$ cat config.mk
export PLATFORM = sky130hd
export DESIGN_NAME = cc3000_spi_link_flat
export DESIGN_NICKNAME = d
export VERILOG_FILES = /design/src/rtl/cc3000_pkg.sv /design/src/rtl/cc3000_spi_link_if.sv /design/src/rtl/cc3000_spi_shift.sv /design/src/rtl/cc3000_spi_link.sv /design/src/flat_wrapper.sv
export SDC_FILE = /design/constraint.sdc
export NUM_CORES = 1
export LEC_CHECK = 0
export ABC_AREA = 1
export CORE_UTILIZATION = 30
export DETAILED_ROUTE_END_ITERATION = 12
export GPL_TIMING_DRIVEN = 0
export PLACE_DENSITY_LB_ADDON = 0.3
export SLEW_MARGIN = 20
export SYNTH_ARGS = -nofsm -noshare
export SYNTH_HDL_FRONTEND = slang
export SYNTH_SLANG_ARGS = --single-unit
$ cat constraint.sdc
create_clock -name SYSCLK -period 1.9 [get_ports SYSCLK]
set_input_delay 0.38 -clock SYSCLK [delete_from_list [all_inputs] [get_ports SYSCLK]]
set_output_delay 0.38 -clock SYSCLK [all_outputs]
set_load 0.005 [all_outputs]
$ cat src/rtl/cc3000_pkg.sv
// rtl/cc3000_pkg.sv - shared types and constants for the CC3000 SPI link
package cc3000_pkg;

  localparam int LEN_W               = 11;
  localparam int TO_W                = 20;
  localparam int CLK_DIV_DEFAULT     = 2;
  localparam int IRQ_TIMEOUT_DEFAULT = 65535;

  typedef enum logic [1:0] {
    IDLE,
    WAIT_IRQ,
    SHIFT,
    FINISH
  } state_t;

endpackage

$ cat src/rtl/cc3000_spi_link_if.sv
// rtl/cc3000_spi_link_if.sv - host-side transaction handshake bundle
interface cc3000_spi_link_if;
  import cc3000_pkg::*;

  logic             start;
  logic [LEN_W-1:0] len;
  logic             busy;
  logic [7:0]       tx_data;
  logic             tx_ack;
  logic [7:0]       rx_data;
  logic             rx_valid;
  logic             done;
  logic             err;

  modport master (
    output start, len, tx_data,
    input  busy, tx_ack, rx_data, rx_valid, done, err
  );

  modport slave (
    input  start, len, tx_data,
    output busy, tx_ack, rx_data, rx_valid, done, err
  );

endinterface

$ cat src/rtl/cc3000_spi_shift.sv
// rtl/cc3000_spi_shift.sv - mode-1 SPI byte shifter with SCLK generation
module cc3000_spi_shift
  import cc3000_pkg::*;
#(
  parameter int CLK_DIV = CLK_DIV_DEFAULT
) (
  input  logic       clk,
  input  logic       rst_n,
  input  logic       en,
  input  logic       load,
  input  logic [7:0] load_data,
  input  logic       miso,
  output logic       sclk,
  output logic       mosi,
  output logic       byte_end,
  output logic [7:0] rx_data,
  output logic       rx_valid
);

  localparam logic [7:0] DIV_LAST = 8'(CLK_DIV - 1);

  logic [7:0] div_cnt;
  logic [3:0] half_cnt;
  logic [7:0] tx_sr;
  logic [6:0] rx_sr;
  logic       tick;

  // One SCLK half-period elapses; the 16th half-period closes the byte on a falling edge.
  assign tick     = en && (div_cnt == DIV_LAST);
  assign byte_end = tick && (half_cnt == 4'd15);

  // Half-period timing, MOSI on rising edges, MISO capture on falling edges; load wins last.
  always_ff @(posedge clk or negedge rst_n) begin
    if (!rst_n) begin
      div_cnt  <= '0;
      half_cnt <= '0;
      tx_sr    <= '0;
      rx_sr    <= '0;
      sclk     <= 1'b0;
      mosi     <= 1'b0;
      rx_data  <= '0;
      rx_valid <= 1'b0;
    end else begin
      rx_valid <= 1'b0;
      if (!en) begin
        div_cnt  <= '0;
        half_cnt <= '0;
        sclk     <= 1'b0;
        mosi     <= 1'b0;
      end else if (tick) begin
        div_cnt  <= '0;
        half_cnt <= half_cnt + 4'd1;
        sclk     <= ~sclk;
        if (!sclk) begin
          mosi <= tx_sr[7];
        end else begin
          tx_sr <= {tx_sr[6:0], 1'b0};
          rx_sr <= {rx_sr[5:0], miso};
          if (half_cnt == 4'd15) begin
            rx_data  <= {rx_sr, miso};
            rx_valid <= 1'b1;
            mosi     <= 1'b0;
          end
        end
      end else begin
        div_cnt <= div_cnt + 8'd1;
      end
      // The MSB must be on the wire from the load cycle, ahead of the first rising edge.
      if (load) begin
        tx_sr    <= load_data;
        mosi     <= load_data[7];
        div_cnt  <= '0;
        half_cnt <= '0;
        sclk     <= 1'b0;
      end
    end
  end

endmodule

$ cat src/rtl/cc3000_spi_link.sv
// rtl/cc3000_spi_link.sv - CC3000 SPI transaction controller
module cc3000_spi_link
  import cc3000_pkg::*;
#(
  parameter int CLK_DIV     = CLK_DIV_DEFAULT,
  parameter int IRQ_TIMEOUT = IRQ_TIMEOUT_DEFAULT
) (
  input  logic               SYSCLK,
  input  logic               NSYSRESET,
  cc3000_spi_link_if.slave   host,
  output logic               SPI_SCLK,
  output logic               SPI_CS_N,
  output logic               SPI_MOSI,
  input  logic               SPI_MISO,
  input  logic               CC_IRQ_N
);

  localparam logic [TO_W-1:0] TO_LAST = TO_W'(IRQ_TIMEOUT - 1);

  state_t           state;
  logic             irq_meta;
  logic             irq_sync;
  logic [LEN_W-1:0] len_q;
  logic [LEN_W-1:0] byte_cnt;
  logic [TO_W-1:0]  to_cnt;
  logic             byte_end;
  logic             load;

  // Bring the asynchronous IRQ line into the SYSCLK domain; idles high.
  always_ff @(posedge SYSCLK or negedge NSYSRESET) begin
    if (!NSYSRESET) begin
      irq_meta <= 1'b1;
      irq_sync <= 1'b1;
    end else begin
      irq_meta <= CC_IRQ_N;
      irq_sync <= irq_meta;
    end
  end

  // A byte enters the shifter when IRQ arrives, or back-to-back while bytes remain.
  assign load = ((state == WAIT_IRQ) && !irq_sync) ||
                ((state == SHIFT) && byte_end && (byte_cnt != len_q));

  // Transaction sequencing; byte_cnt counts bytes loaded so it never exceeds len.
  always_ff @(posedge SYSCLK or negedge NSYSRESET) begin
    if (!NSYSRESET) begin
      state       <= IDLE;
      host.busy   <= 1'b0;
      host.tx_ack <= 1'b0;
      host.done   <= 1'b0;
      host.err    <= 1'b0;
      SPI_CS_N    <= 1'b1;
      len_q       <= '0;
      byte_cnt    <= '0;
      to_cnt      <= '0;
    end else begin
      host.tx_ack <= load;
      host.done   <= 1'b0;
      host.err    <= 1'b0;
      case (state)
        IDLE: begin
          if (host.start) begin
            if (host.len == '0) begin
              host.done <= 1'b1;
            end else begin
              len_q     <= host.len;
              byte_cnt  <= '0;
              to_cnt    <= '0;
              host.busy <= 1'b1;
              SPI_CS_N  <= 1'b0;
              state     <= WAIT_IRQ;
            end
          end
        end
        WAIT_IRQ: begin
          if (!irq_sync) begin
            byte_cnt <= LEN_W'(1);
            state    <= SHIFT;
          end else if (to_cnt == TO_LAST) begin
            SPI_CS_N  <= 1'b1;
            host.done <= 1'b1;
            host.err  <= 1'b1;
            state     <= FINISH;
          end else begin
            to_cnt <= to_cnt + TO_W'(1);
          end
        end
        SHIFT: begin
          if (byte_end) begin
            if (byte_cnt != len_q) begin
              byte_cnt <= byte_cnt + LEN_W'(1);
            end else begin
              SPI_CS_N  <= 1'b1;
              host.done <= 1'b1;
              state     <= FINISH;
            end
          end
        end
        FINISH: begin
          host.busy <= 1'b0;
          state     <= IDLE;
        end
        default: state <= IDLE;
      endcase
    end
  end

  cc3000_spi_shift #(
    .CLK_DIV (CLK_DIV)
  ) u_shift (
    .clk       (SYSCLK),
    .rst_n     (NSYSRESET),
    .en        (state == SHIFT),
    .load      (load),
    .load_data (host.tx_data),
    .miso      (SPI_MISO),
    .sclk      (SPI_SCLK),
    .mosi      (SPI_MOSI),
    .byte_end  (byte_end),
    .rx_data   (host.rx_data),
    .rx_valid  (host.rx_valid)
  );

endmodule

$ cat src/flat_wrapper.sv
// flat-port wrapper written by rule: the top's interface ports become plain ports
module cc3000_spi_link_flat import cc3000_pkg::*;
#(
  parameter int CLK_DIV     = CLK_DIV_DEFAULT,
  parameter int IRQ_TIMEOUT = IRQ_TIMEOUT_DEFAULT
)
  (SYSCLK, NSYSRESET, SPI_SCLK, SPI_CS_N, SPI_MOSI, SPI_MISO, CC_IRQ_N, host_start, host_len, host_tx_data, host_busy, host_tx_ack, host_rx_data, host_rx_valid, host_done, host_err);
  cc3000_spi_link_if host_i ();
  input  logic SYSCLK;
  input  logic NSYSRESET;
  output logic SPI_SCLK;
  output logic SPI_CS_N;
  output logic SPI_MOSI;
  input  logic SPI_MISO;
  input  logic CC_IRQ_N;
  input wire logic [$bits(host_i.start)-1:0] host_start;
  input wire logic [$bits(host_i.len)-1:0] host_len;
  input wire logic [$bits(host_i.tx_data)-1:0] host_tx_data;
  output wire logic [$bits(host_i.busy)-1:0] host_busy;
  output wire logic [$bits(host_i.tx_ack)-1:0] host_tx_ack;
  output wire logic [$bits(host_i.rx_data)-1:0] host_rx_data;
  output wire logic [$bits(host_i.rx_valid)-1:0] host_rx_valid;
  output wire logic [$bits(host_i.done)-1:0] host_done;
  output wire logic [$bits(host_i.err)-1:0] host_err;
  assign host_i.start = host_start;
  assign host_i.len = host_len;
  assign host_i.tx_data = host_tx_data;
  assign host_busy = host_i.busy;
  assign host_tx_ack = host_i.tx_ack;
  assign host_rx_data = host_i.rx_data;
  assign host_rx_valid = host_i.rx_valid;
  assign host_done = host_i.done;
  assign host_err = host_i.err;
  cc3000_spi_link #(.CLK_DIV(CLK_DIV), .IRQ_TIMEOUT(IRQ_TIMEOUT)) u_core (.SYSCLK(SYSCLK), .NSYSRESET(NSYSRESET), .host(host_i), .SPI_SCLK(SPI_SCLK), .SPI_CS_N(SPI_CS_N), .SPI_MOSI(SPI_MOSI), .SPI_MISO(SPI_MISO), .CC_IRQ_N(CC_IRQ_N));
endmodule
======== Word level (Yosys, flattened, before mapping) ========
Index checks and enable logic that the tools add are counted.
word-level totals
  register bits after elaboration ......... 89
  input bits .............................. 24
  output and inout port bits .............. 16
operators by class
  $add $sub $neg .......................... 4
  equality and inequality tests ........... 19
  multiplexer cells ....................... 58
  bitwise logic cells ..................... 2
  reduce and logical (&&, ||, !) cells .... 25
operators with widths
  cell                                                   number
  2-to-1 mux 20 bit                                      4
  2-to-1 mux 8 bit                                       7
  2-to-1 mux 11 bit                                      5
  case mux 20 bit (2 select lines)                       1
  case mux 11 bit (3 select lines)                       1
  2-to-1 mux 1 bit                                       27
  adder 20 x 1 -> 20 bit, second input constant          1
  equality test 20 x 16 -> 1 bit, second input constant  1
  2-to-1 mux 2 bit                                       6
  2-to-1 mux 4 bit                                       3
  != test 2 bit, second input constant                   6
  AND reduction 3 bit                                    4
  adder 11 x 1 -> 11 bit, second input constant          1
  logical NOT 11 bit                                     1
  != test 11 bit                                         1
  AND reduction 5 bit                                    2
  nonzero test 2 bit                                     5
  adder 8 x 1 -> 8 bit, second input constant            1
  equality test 8 x 1 -> 1 bit, second input constant    1
  case mux 2 bit (4 select lines)                        1
  AND reduction 7 bit                                    1
  != test 2 x 1 -> 1 bit, second input constant          3
  case mux 1 bit (3 select lines)                        2
  AND reduction 6 bit                                    1
  16 further kinds                                       22

======== Logic depth before layout (Yosys ltp) ========
  depth in word-level cells ............... 8
  mapped depth ............................ 14
  mapped depth without buffers ............ 12

======== Hierarchy ========
Synthesis repeated with hierarchy kept, for this count alone.
second synthesis, totals
  cell total of the unflattened synthesis .. 695
  area total of the unflattened synthesis .. 5092.4 um2
modules (own cells, without submodules)
  module            times used  cells each  area each (um2)  sequential area each (um2)
  cc3000_spi_link   1           462         3225.6           1280.0
  cc3000_spi_shift  1           233         1866.8           950.9

======== Least setup slack after synthesis ========
Ideal clock, no wire load.
  path kind ............................... register to register
  from .................................... register u_core.u_shift.div_cnt[1]
  to ...................................... register u_core.byte_cnt[6]
  data arrival time ....................... 1.631 ns
  required time ........................... 1.783 ns
  path slack .............................. 0.152 ns
  stages on the path, launching flop included .. 13
  clock period less this slack ............ 1.748 ns
  cells stage by stage .................... dfrtp_1 inv_1 ha_1 nand2_1 nor3_4 nand2_2 nor2_4 o21bai_2 nor2_4 nand2_1 buf_6 nand2_1 nand2_1
on the way
  word-level cells in the longest chain between the ends .. 5
ends and longest elaborated chain
  item                              line                    RTL
  start: declaration                cc3000_spi_shift.sv:22  logic [7:0] div_cnt;
  start signal: assignment          cc3000_spi_shift.sv:66  div_cnt <= div_cnt + 8'd1;
  equality test 8 x 1 -> 1 bit      cc3000_spi_shift.sv:29  assign tick = en && (div_cnt == DIV_LAST);
  logical AND 1 bit                 cc3000_spi_shift.sv:29
  logical AND 1 bit                 cc3000_spi_shift.sv:30  assign byte_end = tick && (half_cnt == 4'd15);
  != test 2 x 1 -> 1 bit (no line)  --
  AND reduction 6 bit (no line)     --
  end signal: assignment            cc3000_spi_link.sv:91   byte_cnt <= byte_cnt + LEN_W'(1);
  end: declaration                  cc3000_spi_link.sv:24   logic [LEN_W-1:0] byte_cnt;
No other way between the ends.
A chain may end at the register's enable or synchronous reset.

======== Worst setup path after layout ========
  from .................................... register u_core.u_shift.div_cnt[1]
  to ...................................... register u_core.u_shift.rx_data[6]
on the way
  word-level cells in the longest chain between the ends .. 3
ends and longest elaborated chain
  item                           line                    RTL
  equality test 8 x 1 -> 1 bit   cc3000_spi_shift.sv:29
  logical AND 1 bit              cc3000_spi_shift.sv:29
  AND reduction 4 bit (no line)  --
  end signal: assignment         cc3000_spi_shift.sv:60  rx_data <= {rx_sr, miso};
  end: declaration               cc3000_spi_shift.sv:16  output logic [7:0] rx_data,
No other way between the ends.

==> results.json <==
{
  "whs_path_depth": 0,
  "io_buffers": 39,
  "synth-seq-area-share_pct": 45.9,
  "slowest_delay_ns": 0.38,
  "cts_buffers": 9,
  "outcome": "complete, no violations",
  "ctsRootBufferMaster": "clkbuf_16",
  "die_width_um": 129,
  "via_per_inst": 4.59,
  "fillers": 1636,
  "cts.path.max_buffers": 2,
  "final_hold_viol_count": 0,
  "intPower_mw": 4.32,
  "drt-initial-drc-count": 262,
  "drt-wirelength-per-cell_um": 12.1,
  "fin_cells": 928,
  "fin_skew_ns": 0.0103,
  "cap_violations": 0,
  "ys_ff_latch": 89,
  "first_pass_iters": 5,
  "synthCells": 634,
  "cts-htree-levels": 3,
  "power_switching_mw": 2.73,
  "hold-path-endpoint": "u_core.irq_sync",
  "crit_type": "register to register",
  "avgSynthCellArea_um2": 7.67,
  "path_depth": 13,
  "min-delay-path-class": "register to register",
  "power_frac_comb_pct": 39.6,
  "ff2ff_setup_slack_ns": 0.08,
  "async_reset_ff_share_pct": 100,
  "synthTopCellsByArea": "dfrtp_1, nand2_1, nand3_1",
  "rsz0062_at_grt": "yes",
  "grt_overflow": 0,
  "start_util_pct": 30.7,
  "syn-num-nets": 669,
  "r2r-start": "u_core.u_shift.div_cnt[1]",
  "path_delay_family": "simple AND/OR/NAND/NOR gates",
  "track_usage_pct": 14.7,
  "ant_nets": 0,
  "final_design_area_no_fill_um2": 6280,
  "grt_max_degree": 57,
  "drc": 0,
  "core_area_um2": 15800,
  "synth.top_cell.area_share_pct": 44.3,
  "hpwl_um": 7920,
  "final_layout_size_suffix_gt1_share_pct": 19.9,
  "dpl_cell_area_um2": 5550,
  "rows": 46,
  "hold_start": "u_core.irq_meta",
  "synth_edf_count": 0,
  "maxSlewViolCount": 0,
  "synth_most_common_cell": "nand2_1",
  "synthFlopType": "dfrtp_1",
  "grt_pass1_wl_um": 19300,
  "pwr-share-seq_pct": 35.7,
  "r2r_cells": 13,
  "syn2layout_area_growth_pct": 29.2,
  "antenna_found_initial": 0,
  "p_leak_nw": 2.83,
  "cts_tree": "yes",
  "fin_nets": 742,
  "ir_drop_v": 0.000551,
  "cp_max_fo": 10,
  "p_sw_share_pct": 38.8,
  "pin_count": 40,
  "ys_top_cells_by_count": "nand2_1, dfrtp_1, nor2_1, nand3_1, inv_1",
  "tightest_slew_ns": 0.494,
  "fin_util_pct": 39.7,
  "die_h_um": 129,
  "clk_pin_slew_worst_paths_ns": 0.07,
  "period_share_pct": 96.0,
  "grt_pass1_vias": 4175,
  "placed_cells": 890,
  "wl_um": 11300,
  "setup_violations": 0,
  "end_kind": "register",
  "synth.distinct_cells": 37,
  "clk_latency_ns": 0.35,
  "p_per_area_nw_per_um2": 1120,
  "hold_ws_ns": 0.383,
  "globalplace.congestion": 0.885,
  "start_kind": "register",
  "critical_path_buf_inv_count": 6,
  "clock-sinks": 89,
  "yosysTopAreaCell": "dfrtp_1",
  "min_period_ns": 1.82,
  "synth-warning-count": 0,
  "die_area_um2": 16700,
  "r2r_end": "u_core.u_shift.rx_data[6]",
  "critPathRequiredTime_ns": 2.15,
  "relSlewSlack_pct": 67.1,
  "worstPathCellList": "inv_1 -> ha_2 -> nand2_2 -> nor3_4 -> buf_4 -> inv_2 -> nor2_4 -> inv_2 -> nor2_4 -> inv_4 -> buf_6 -> nand2_1 -> o21ai_2",
  "vias": 4259,
  "slowest_stage": "dfrtp_1",
  "timing.fmax_mhz": 548,
  "synth_area_um2": 4860,
  "crit_arrival_ns": 2.07,
  "clkPwrFrac_pct": 24.6,
  "finalPower_mw": 7.05,
  "diodes": 0
}
==> registers in the layout, summed over array words and instances, names as in the netlist, 2 cells and up <==
name                     cells
u_core.u_shift.tx_sr         8
u_core.u_shift.div_cnt       8
u_core.u_shift.rx_sr         7
u_core.u_shift.rx_data       8
u_core.u_shift.half_cnt      4
u_core.to_cnt               20
u_core.len_q                11
u_core.state                 2
u_core.byte_cnt             11
==> worst register-to-register path: stages (launching register included) <==
cell and delay (ns):
dfrtp_1 0.38, inv_1 0.06, ha_2 0.16, nand2_2 0.06
nor3_4 0.19, buf_4 0.16, inv_2 0.04, nor2_4 0.10
inv_2 0.06, nor2_4 0.16, inv_4 0.08, buf_6 0.15
nand2_1 0.07, o21ai_2 0.05
==> layer usage <==
layer | share of wire, % | global-route usage [%] | vias to the layer above | wire [um]
met5 | 0 | 0 | - | 0
met4 | 1.8 | 5.67 | 0 | 198
met3 | 3.5 | 3.18 | 17 | 390
met2 | 48 | 24.8 | 63 | 5380
met1 | 47 | 18.2 | 2013 | 5300
li1 | - | - | 2166 | -
==> per-stage QoR <==
stage / setup TNS [ns] / setup slack [ns]
2_1_floorplan: 0 / 0.152
3_3_place_gp: -280.87 / -3.01
3_5_place_dp: -17.37 / -0.528
4_1_cts: -0.413 / -0.0448
5_1_grt: -0.392 / -0.0779
6_report: 0 / 0.0754
==> cell families (layout without fill, tap and decap cells) <==
kind of cell | count (synthesis) | after routing | share of synthesized area [%]
adders and majority gates | 11 | 11 | 2.83
AOI/OAI and AO/OA | 48 | 48 | 5.92
buffers and inverters | 83 | 161 | 7.23
and+or+nand+nor | 379 | 379 | 33.8
DFF | 89 | 89 | 45.9
xor gates and xnor gates | 24 | 24 | 4.32
==> final cells by class <==
cell class                 count  area, um^2  area share (%)
buffer                        16         134            2.13
clock buffer                  10         239            3.80
clock inverter                 6        51.3           0.817
inverter                      67         263            4.18
multi-input combinational    462        2480            39.5
sequential                    89        2230            35.6
tap                          216         270            4.30
timing repair buffer          62         607            9.66
==> how the worst max path moves through the flow <==
stage                                      to                 startpoint
finish              u_core.u_shift.rx_data[6]  u_core.u_shift.div_cnt[1]
global route        u_core.u_shift.rx_data[6]  u_core.u_shift.div_cnt[1]
CTS                         u_core.to_cnt[15]            u_core.state[1]
detailed placement          u_core.to_cnt[14]                host_len[0]
global placement      u_core.u_shift.rx_sr[6]                  NSYSRESET
floorplan                  u_core.byte_cnt[6]  u_core.u_shift.div_cnt[1]
==> cells in the final DEF (no fill, tap or decap), drive strengths merged <==
cell,count
a21o,1
xor2,16
nand3,60
xnor2,8
dfrtp,86
a21oi,5
o211ai,1
clkbuf,14
o31ai,1
nor3b,3
nand2,215
clkinv,4
a22oi,1
dlygate4sd3,1
nor2,65
nor4,5
nor3,19
a21boi,1
o21ai,35
nand3b,1
buf,35
ha,11
inv,67
clkinvlp,2
dfstp,3
o22ai,2
nand4,11
clkdlybuf4s50,38
o21bai,1
==> power groups by stage <==
stage,clock network [mW],registers [mW],logic [mW]
floorplan,0,2.47,1.56
global placement,0,2.54,2.17
detailed placement,0,2.53,2.21
CTS,1.80,2.50,2.32
global route,1.84,2.57,3.14
finish,1.73,2.52,2.80
==> repair_timing <==
item | in CTS | in global routing
gates cloned | 0 | 2
buffers inserted | 6 | 13
pin swaps | 5 | 9
endpoints found under the setup margin | 66 | 76
hold endpoints to repair | 31 | 0
resized for setup | 10 | 79
hold buffers | 1 | 0
No activity file was read; power rests on OpenSTA's default activity.
